`src/rtl/zjh_ctrl_pkg.sv`:
```
// rtl/zjh_ctrl_pkg.sv - shared types and helpers for the mod-N counter sequencer
package zjh_ctrl_pkg;

  localparam int CNT_W = 4;
  localparam logic [CNT_W-1:0] CNT_MAX = 4'hF;

  typedef enum logic [1:0] {IDLE, LOAD, RUN, HOLD} state_t;

  // (16 - n) mod 16; n = 0 stands for a modulus of 16 and yields 0
  function automatic logic [CNT_W-1:0] preload(input logic [CNT_W-1:0] n);
    return CNT_MAX - n + 4'd1;
  endfunction

endpackage

```
`src/rtl/zjh_shadow_cnt.sv`:
```
// rtl/zjh_shadow_cnt.sv - load/increment/hold copy of the external counter
module zjh_shadow_cnt
  import zjh_ctrl_pkg::*;
(
  input  logic             clk,
  input  logic             rst_n,
  input  logic             load,
  input  logic             inc,
  input  logic [CNT_W-1:0] load_val,
  input  logic [CNT_W-1:0] q,
  output logic [CNT_W-1:0] value,
  output logic             mismatch
);

  always_ff @(posedge clk or negedge rst_n) begin
    if (!rst_n) begin
      value <= '0;
    end else if (load) begin
      value <= load_val;
    end else if (inc) begin
      value <= value + 4'd1;
    end
  end

  assign mismatch = (q != value);

endmodule

```
`src/rtl/zjh_mod_n_ctrl.sv`:
```
// rtl/zjh_mod_n_ctrl.sv - drives a 161-style counter as a start/pause/stop modulo-N counter
module zjh_mod_n_ctrl
  import zjh_ctrl_pkg::*;
#(
  parameter int WRAP_W = 8
) (
  input  logic              Clk,
  input  logic              MR,
  input  logic              Start,
  input  logic              Stop,
  input  logic [CNT_W-1:0]  Mod_N,
  input  logic [CNT_W-1:0]  Q_in,
  input  logic              TC_in,
  output logic              Cep,
  output logic              Cet,
  output logic              PE,
  output logic [CNT_W-1:0]  D,
  output logic              Wrap,
  output logic [WRAP_W-1:0] Wrap_cnt,
  output logic              Busy,
  output logic              Err
);

  state_t           state;
  logic [CNT_W-1:0] d_reg;
  logic             load_r;
  logic             run_r;
  logic [CNT_W-1:0] shadow;
  logic             mismatch;
  logic             sh_load;
  logic             sh_inc;

  assign sh_load = (state == LOAD) || ((state == RUN) && TC_in);
  assign sh_inc  = (state == RUN);

  zjh_shadow_cnt u_shadow (
    .clk      (Clk),
    .rst_n    (MR),
    .load     (sh_load),
    .inc      (sh_inc),
    .load_val (d_reg),
    .q        (Q_in),
    .value    (shadow),
    .mismatch (mismatch)
  );

  always_ff @(posedge Clk or negedge MR) begin
    if (!MR) begin
      state    <= IDLE;
      d_reg    <= '0;
      load_r   <= 1'b0;
      run_r    <= 1'b0;
      Wrap     <= 1'b0;
      Wrap_cnt <= '0;
      Busy     <= 1'b0;
      Err      <= 1'b0;
    end else begin
      Wrap <= 1'b0;
      case (state)
        IDLE: begin
          if (Start && !Stop && (Mod_N != 4'd1)) begin
            state  <= LOAD;
            d_reg  <= preload(Mod_N);
            load_r <= 1'b1;
            Busy   <= 1'b1;
          end else if (Start && (Mod_N == 4'd1)) begin
            Err <= 1'b1;
          end
        end
        LOAD: begin
          state    <= RUN;
          load_r   <= 1'b0;
          run_r    <= 1'b1;
          Err      <= 1'b0;
          Wrap_cnt <= '0;
        end
        RUN: begin
          if (TC_in) begin
            Wrap     <= 1'b1;
            Wrap_cnt <= Wrap_cnt + 1'b1;
          end
          if (mismatch) Err <= 1'b1;
          if (Stop) begin
            state <= HOLD;
            run_r <= 1'b0;
          end
        end
        HOLD: begin
          if (mismatch) Err <= 1'b1;
          if (Stop) begin
            state <= IDLE;
            Busy  <= 1'b0;
          end else if (Start) begin
            state <= RUN;
            run_r <= 1'b1;
          end
        end
        default: state <= IDLE;
      endcase
    end
  end

  assign Cep = run_r;
  assign Cet = run_r;
  assign D   = d_reg;
  // TC_in feeds PE combinationally so the reload lands on the overflow edge
  assign PE  = ~(load_r | (run_r & TC_in));

endmodule

```
`config.mk`:
```
export PLATFORM = sky130hd
export DESIGN_NAME = zjh_mod_n_ctrl
export DESIGN_NICKNAME = d
export VERILOG_FILES = /design/src/rtl/zjh_ctrl_pkg.sv /design/src/rtl/zjh_shadow_cnt.sv /design/src/rtl/zjh_mod_n_ctrl.sv
export SDC_FILE = /design/constraint.sdc
export NUM_CORES = 1
export LEC_CHECK = 0
export ABC_AREA = 0
export ABC_CLOCK_PERIOD_IN_PS = 2000
export CAP_MARGIN = 30
export CORE_MARGIN = 4
export CORE_UTILIZATION = 42
export CTS_CLUSTER_SIZE = 20
export DETAILED_ROUTE_END_ITERATION = 8
export GPL_TIMING_DRIVEN = 0
export PLACE_DENSITY = 0.67
export SETUP_SLACK_MARGIN = 0.1
export SLEW_MARGIN = 20
export SYNTH_ARGS = -nofsm -noshare
export SYNTH_HDL_FRONTEND = slang
export SYNTH_SLANG_ARGS = --single-unit
```
`constraint.sdc`:
```
create_clock -name Clk -period 2 [get_ports Clk]
set_input_delay 0.4 -clock Clk [delete_from_list [all_inputs] [get_ports Clk]]
set_output_delay 0.4 -clock Clk [all_outputs]
set_load 0.03 [all_outputs]
```
# Word level (Yosys, flattened, before mapping)
# Cells that the tools add are included.
op_classes:
  n_reduce_logical: 20
  n_addsub: 4
  n_eq_ne: 16
  n_bitwise: 3
  mux: 22
ops:
  columns: ["op", "n"]
  rows:
  - ["!= test 2 bit, second input constant", 8]
  - ["case mux 8 bit (2 select lines)", 1]
  - ["2-to-1 mux 1 bit", 9]
  - ["AND reduction 3 bit", 3]
  - ["adder 4 x 1 -> 4 bit, second input constant", 2]
  - ["adder 8 x 1 -> 8 bit, second input constant", 1]
  - ["2-to-1 mux 2 bit", 4]
  - ["2-to-1 mux 4 bit", 2]
  - ["2-to-1 mux 8 bit", 1]
  - ["case mux 2 bit (4 select lines)", 1]
  - ["nonzero test 2 bit", 4]
  - ["case mux 1 bit (3 select lines)", 2]
  - ["AND reduction 2 bit", 3]
  - ["equality test 2 bit, second input constant", 2]
  - ["equality test 4 x 1 -> 1 bit, second input constant", 1]
  - ["logical AND 1 bit", 4]
  - ["!= test 4 x 1 -> 1 bit, second input constant", 1]
  - ["!= test 4 bit", 1]
  - ["case mux 1 bit (2 select lines)", 2]
  - ["AND reduction 4 bit", 1]
  - ["subtractor 4 bit, first input constant", 1]
  - ["!= test 3 bit, second input constant", 1]
  - ["nonzero test 3 bit", 1]
  - ["equality test 2 x 1 -> 1 bit, second input constant", 1]
  - ["8 further kinds", 8]
word_totals:
  regBits: 23
  word_cells: 74

# Logic depth before layout (Yosys ltp)
# Gate-level depths: netlist of run 1.
logic_depth:
  ltp_word: 5
  depth_mapped: 7
  mapped_depth_nobuf: 6

# Modules after synthesis
# Synthesis of run 1 repeated with hierarchy kept, for this count alone.
hier_totals:
  hier_cells: 124
  hier_area_um2: 1270.0
by_module_without_submodules:
  columns: ["module", "seq_area_each_um2", "cells_per_inst", "n_inst", "area_each_um2"]
  rows:
  - ["zjh_mod_n_ctrl", 475.5, 101, 1, 1026.0]
  - ["zjh_shadow_cnt", 100.1, 23, 1, 244.0]

# Worst setup path before layout of run 1
# No wires, ideal clock.
synth_path:
  path_kind: "register to register"
  start: "register state[0]"
  end: "register Wrap_cnt[5]"
  stages_incl_launch_ff: 7
  arrival_ns: 1.426
  period_less_slack_ns: 1.553
  required_time_ns: 1.874
  setup_slack_ns: 0.447
  cell_sequence: "dfrtp_1 > inv_1 > ha_1 > mux2i_2 > nor3_1 > xnor2_1 > nor2_1"
synth_between:
  elab_chain_len: 3
  word_cells_on_any_way: 6
synth_lines:
  columns: ["element", "line_no", "source"]
  rows:
  - ["start: declaration", "zjh_mod_n_ctrl.sv:24", "state_t state;"]
  - ["start signal: assignment", "zjh_mod_n_ctrl.sv:49", "state <= IDLE;"]
  - ["start signal: assignment", "zjh_mod_n_ctrl.sv:62", "state <= LOAD;"]
  - ["start signal: assignment", "zjh_mod_n_ctrl.sv:71", "state <= RUN;"]
  - ["equality test 2 bit / equality test 2 x 1 -> 1 bit (equally long branches)", "zjh_mod_n_ctrl.sv:59", "case (state)"]
  - ["!= test 2 bit (no source line) / nonzero test 2 bit (equally long branches)", null, null]
  - ["AND reduction 2 bit (no source line)", null, null]
  - ["end signal: assignment", "zjh_mod_n_ctrl.sv:80", "Wrap_cnt <= Wrap_cnt + 1'b1;"]
  - ["end: declaration", "zjh_mod_n_ctrl.sv:19", "output logic [WRAP_W-1:0] Wrap_cnt,"]
# Parallel ways exist; a longest one is shown, timed or not.
# A chain may end at the register's enable or synchronous reset.

# Final worst setup path of run 1
layout_path:
  start: "register Wrap_cnt[0]"
  end: "output Wrap_cnt[0]"
# No word-level cell between the ends.

==> results.py, run 1 <==
metrics = {
    "logic_synthesis": {
        "synthAdderAreaFrac_pct": 8.59,
        "synth_top_family_by_area": "compound AO/OA/AOI/OAI gates",
        "synth_compound_area_share_pct": 16.2,
        "syn_area_per_cell_um2": 9.50,
        "netlist_area_um2": 1310,
        "synthXorXnorAreaFrac_pct": 6.68,
        "synth_edf_count": 0,
        "synth_ff_type": "dfrtp_1",
        "synthCells": 138,
        "syn_nets": 160,
        "yosysUniqueCellTypes": 31,
        "synthArstFlopShare_pct": 100,
        "synth_seq_cells": 23,
        "synthSimpleGateAreaFrac_pct": 13.4,
        "muxShareOfSynthArea_pct": 6.01,
        "yosysSeqAreaShare_pct": 43.9,
        "yosysWarnings": 0,
    },
    "clock_network": {
        "cts_tree": "yes",
        "cts_buffers": 3,
        "clk_pin_slew_worst_paths_ns": 0.14,
        "postCtsHoldBufs": 0,
        "cts_resized": 3,
        "clock_path_buffers": 2,
        "clock_sinks": 23,
        "cts_htree_levels": 1,
        "cts_setup_buffers": 0,
        "clockRootBuffer": "clkbuf_4",
        "clock_latency_ns": 0.32,
    },
    "power": {
        "p_sw_share_pct": 45.4,
        "internal_power_mw": 1.23,
        "p_per_area_nw_per_um2": 1300,
        "p_sw_mw": 1.02,
        "p_seq_share_pct": 35.2,
        "comb_power_share_pct": 54.7,
        "clockPowerShare_pct": 10.1,
        "peakVddDrop_uv": 735,
        "total_power_mw": 2.25,
        "cellLeakagePower_nw": 0.814,
    },
    "floorplanning": {
        "rows": 20,
        "start_util_pct": 43.3,
        "dieArea_um2": 4080,
        "io_pins": 31,
        "die_width_um": 63.9,
        "die_y_um": 63.9,
        "coreArea_um2": 3030,
    },
    "sta": {
        "min_period_over_period_pct": 92.7,
        "fin_crit_ns": 1.85,
        "setup_slack_ns": 0.146,
        "worst_slew_pin_slew_ns": 0.503,
        "hold_viol_final": 0,
        "worst_clock_skew_ns": 0.00901,
        "rsz0062_at_grt": "no",
        "max_freq_ghz": 0.539,
        "slew_headroom_pct": 66.3,
        "finalSetupViolCount": 0,
        "drv_slew": 0,
    },
    "place": {
        "dp_slack_ns": -0.245,
        "hpwlAfterDp_um": 2330,
        "port_buffers": 29,
        "place_congestion": 0.877,
    },
    "final_layout": {
        "final_cell_mix": "dfrtp_1, clkdlybuf4s50_1, inv_1",
        "drive_above_1_share_pct": 6.98,
        "antenna_cells": 0,
        "syn_to_final_growth_pct": 31.6,
        "nNetsFinal": 195,
        "fillCellCount": 268,
        "layout_commonest_cell": "dfrtp_1",
    },
    "critical_path": {
        "crit_chain": "clkdlybuf4s50_1",
        "start_kind": "flip-flop",
        "endpoint_kind": "output pin",
        "crit_fanout": 5,
        "crit_family": "buffers and inverters",
        "r2r_start": "state[0]",
        "rrSetupSlack_ns": 0.26,
        "crit_required_ns": 1.60,
        "critPathArrivalTime_ns": 1.45,
        "slowest_delay_ns": 0.70,
        "worstSetupPathType": "flip-flop to output pin",
        "crit_path_start": "Wrap_cnt[0]",
        "crit_buf_inv": 1,
        "cp_slowest_cell": "clkdlybuf4s50_1",
    },
    "detailed_routing": {
        "dr.pass1.iters": 4,
        "drt_iter0_drc": 45,
        "route.detailed.drc": 0,
        "routed_via_density": 5.33,
        "wl_per_cell_um": 13.6,
        "vias": 1151,
        "antenna_left": 0,
        "routed_wl_um": 2950,
    },
    "flow_run": {
        "drv_cap": 0,
    },
    "global_route": {
        "antenna_found_initial": 0,
        "track_usage_pct": 15.3,
        "overflow": 0,
        "grt_pass1_wl_um": 5030,
        "grt_pass1_vias": 1100,
        "grt_start_max_net_pins": 15,
    },
    "outcome": {
        "outcome": "complete, no violations",
    },
    "hold_path": {
        "worstHoldPathType": "primary input to asynchronous set/reset pin",
    },
}
==> path summary, 6_finish.rpt <==
kind / to / cells past startpoint
worst max-delay path: Wrap_cnt[0] / 1
worst min-delay path: u_shadow.value[2] / 1
worst max register to register: Wrap_cnt[5] / 6
worst min register to register: Err / 2
max in group asynchronous: Wrap_cnt[7] / 2
min in group Clk: u_shadow.value[0] / 3
==> per-stage QoR <==
stage               instances  hold slack (ns)  setup TNS, ns  util (%)  area [um^2]
floorplan                 138            0.104              0         -         1310
global placement          211            0.506         -0.934      54.7         1660
detailed placement        212            0.520          -1.22      55.2         1670
CTS                       216            0.414              0      56.2         1700
global route              216            0.415              0      57.0         1730
finish                    216            0.392              0      57.0         1730
==> registers in the layout (all words and copies together) (netlist names) <==
signal          flops
D                   4
Wrap_cnt            8
u_shadow.value      4
Err                 1
Busy                1
state               2
load_r              1
Cep                 1
Wrap                1
==> worst reg2reg max path, stage by stage, from the launching register on <==
cell and delay (ns):
dfrtp_1 0.43, inv_1 0.15, ha_1 0.34, mux2i_4 0.40, nor3_1 0.12, xnor2_1 0.14
nor2_1 0.05
==> power by group through the flow <==
stage,sequential [mW],clock [mW],combinational (mW)
finish,0.792,0.227,1.23
global route,0.816,0.256,1.36
CTS,0.793,0.228,1.22
detailed placement,0.803,0,1.23
global placement,0.789,0,1.19
floorplan,0.934,0,0.657
==> cell type report <==
| cell class | count | area [um^2] | area share [%] |
|---|---|---|---|
| buffer | 4 | 22.5 | 1.31 |
| clock buffer | 3 | 22.5 | 1.31 |
| clock inverter | 1 | 5.00 | 0.290 |
| inverter | 13 | 48.8 | 2.83 |
| sequential | 23 | 576 | 33.4 |
| timing repair buffer | 30 | 315 | 18.3 |
| multi-input combinational | 98 | 681 | 39.4 |
| tap | 44 | 55.1 | 3.19 |
==> synth_stat cells (all sizes together), types with 2 or more instances <==
master	number	area (um^2)
nand2	11	41.3
clkbuf	2	7.51
mux2	4	45.0
mux2i	3	33.8
nor2b	3	18.8
inv	13	48.8
o21ai	15	75.1
a21oi	8	40.0
nor2	8	30.0
a22oi	5	37.5
buf	2	12.5
a211oi	2	15.0
xnor2	9	78.8
ha	9	113
dfrtp	23	576
nand3	6	30.0
nor3	4	20.0
==> routing by layer <==
metal  global-route usage [%]  vias up  share of wire, %
met5                        0        -                 0
li1                         -      544                 -
met3                     3.16       10               4.3
met1                     18.2      564                44
met4                     5.93        0               1.9
met2                     26.7       33                50
==> kinds of logic (layout without fill, tap and decap cells) <==
kind of cell | after synthesis | after routing
AO/OA/AOI/OAI | 36 | 36
AND/OR/NAND/NOR | 36 | 36
flip-flops | 23 | 23
buffers and inverters | 17 | 51
XOR/XNOR | 10 | 10
adder cells (fa/ha/maj) | 9 | 9
multiplexers | 7 | 7
Power figures use the tool's default switching activity.
==> inputs of run 2 (changes only) <==
REMOVE_ABC_BUFFERS = 1   (was default)
==> run 2 against run 1 <==
Routed wire length decreased by 8.4%. Cell area increased by 0.51%. Clock-buffer cell count increased by 1. Critical path depth unchanged. Utilization increased by 0.29 points. Clock power decreased by 6%. Sequential power about the same. Power decreased by 0.14%. Largest power group unchanged. Highest routed layer unchanged.
==> results.py, run 2 (same netlist as run 1, synthesis figures left out) <==
metrics = {
    "power": {
        "p_per_area_nw_per_um2": 1300,
        "cellLeakagePower_nw": 0.779,
        "peakVddDrop_uv": 686,
    },
    "floorplanning": {
        "coreArea_um2": 3030,
        "die_width_um": 63.9,
        "start_util_pct": 43.3,
        "io_pins": 31,
        "die_y_um": 63.9,
        "rows": 20,
        "dieArea_um2": 4080,
    },
    "sta": {
        "worst_clock_skew_ns": 0.00476,
        "min_period_over_period_pct": 91.7,
        "hold_viol_final": 0,
        "rsz0062_at_grt": "no",
        "max_freq_ghz": 0.545,
        "finalSetupViolCount": 0,
        "fin_crit_ns": 1.83,
        "slew_headroom_pct": 72.3,
        "setup_slack_ns": 0.166,
        "worst_slew_pin_slew_ns": 0.414,
        "drv_slew": 0,
    },
    "global_route": {
        "track_usage_pct": 14.0,
        "overflow": 0,
        "grt_pass1_vias": 1046,
        "antenna_found_initial": 0,
        "grt_pass1_wl_um": 4640,
        "grt_start_max_net_pins": 16,
    },
    "place": {
        "dp_slack_ns": -0.309,
        "port_buffers": 30,
        "hpwlAfterDp_um": 2110,
        "place_congestion": 0.843,
        "dpl.cell_count": 209,
    },
    "final_layout": {
        "fillCellCount": 278,
        "largest_reg_flops": 8,
        "top_register": "Wrap_cnt",
        "syn_to_final_growth_pct": 32.3,
        "final_cells": 213,
        "nNetsFinal": 192,
        "antenna_cells": 0,
        "drive_above_1_share_pct": 5.92,
        "final_cell_mix": "clkdlybuf4s50_1, dfrtp_1, inv_1",
        "layout_commonest_cell": "clkdlybuf4s50_1",
    },
    "clock_network": {
        "cts_htree_levels": 1,
        "clock_sinks": 23,
        "clk_pin_slew_worst_paths_ns": 0.13,
        "clock_latency_ns": 0.30,
        "clockRootBuffer": "clkbuf_4",
        "cts_tree": "yes",
        "cts_buffers": 3,
        "clock_path_buffers": 2,
        "postCtsHoldBufs": 0,
    },
    "critical_path": {
        "crit_fanout": 5,
        "critPathArrivalTime_ns": 1.43,
        "r2r_start": "state[0]",
        "start_kind": "flip-flop",
        "worstSetupPathType": "flip-flop to output pin",
        "rrSetupSlack_ns": 0.25,
        "crit_buf_inv": 1,
        "worstRegToRegCells": 6,
        "crit_chain": "clkdlybuf4s50_1",
        "cp_num_cells": 1,
        "slowest_delay_ns": 0.70,
        "crit_family": "buffers and inverters",
        "crit_required_ns": 1.60,
        "endpoint_kind": "output pin",
        "r2r_end": "Wrap_cnt[5]",
        "cp_slowest_cell": "clkdlybuf4s50_1",
    },
    "detailed_routing": {
        "antenna_left": 0,
        "routed_via_density": 5.07,
        "drt_iter0_drc": 50,
        "vias": 1080,
        "routed_wl_um": 2700,
        "wl_per_cell_um": 12.7,
        "dr.pass1.iters": 4,
        "route.detailed.drc": 0,
    },
    "hold_path": {
        "worstHoldPathType": "primary input to asynchronous set/reset pin",
    },
    "outcome": {
        "outcome": "complete, no violations",
    },
    "flow_run": {
        "drv_cap": 0,
    },
}
run 2: timing repair:
item | CTS | global route
resized for setup | 8 | 5
setup endpoints to repair | 7 | 6
buffers inserted | 0 | 0
hold endpoints to repair | 0 | 0
run 2: how the worst max path moves through the flow:
stage                start     endpoint
6_report       Wrap_cnt[0]  Wrap_cnt[0]
4_1_cts        Wrap_cnt[2]  Wrap_cnt[2]
3_5_place_dp         TC_in           PE
2_1_floorplan     state[0]  Wrap_cnt[5]
5_1_grt        Wrap_cnt[0]  Wrap_cnt[0]
3_3_place_gp         TC_in           PE
run 2: area by class of cell:
| class | count | area, um^2 | share of cell area (%) |
|---|---|---|---|
| Multi-Input combinational cell | 98 | 706 | 40.7 |
| Sequential cell | 23 | 576 | 33.2 |
| Timing Repair Buffer | 31 | 323 | 18.6 |
| Tap cell | 44 | 55.1 | 3.17 |
| Inverter | 13 | 48.8 | 2.81 |
| Clock buffer | 4 | 26.3 | 1.52 |
run 2: through the flow:
step | power (mW) | utilization [%] | TNS [ns] | hold slack (ns) | area (um^2)
global placement | 1.95 | 54.4 | -1.06 | 0.513 | 1650
detailed placement | 1.99 | 54.9 | -1.41 | 0.509 | 1660
CTS | 2.23 | 56.4 | 0 | 0.385 | 1710
global route | 2.43 | 57.3 | 0 | 0.404 | 1730
floorplan | 1.57 | - | 0 | 0.104 | 1290
finish | 2.25 | 57.3 | 0 | 0.376 | 1730
run 2: layer usage:
metal | up-vias | part of all wire [%] | track usage, %
li1 | 535 | - | -
met1 | 517 | 44 | 17.0
met2 | 26 | 50 | 24.5
met3 | 2 | 5.6 | 2.99
met4 | 0 | 0.48 | 4.58
met5 | - | 0 | 0
run 2: power by group:
part	internal [mW]	switching (mW)
Clock	0.0776	0.136
Combinational	0.555	0.688
Sequential	0.626	0.165
Total	1.26	0.989
==> inputs of run 3 (changes only) <==
ABC_AREA = default   (was 0)
==> results of run 3 <==
Same layout as run 2: the final DEF is identical, and so are final timing and power.
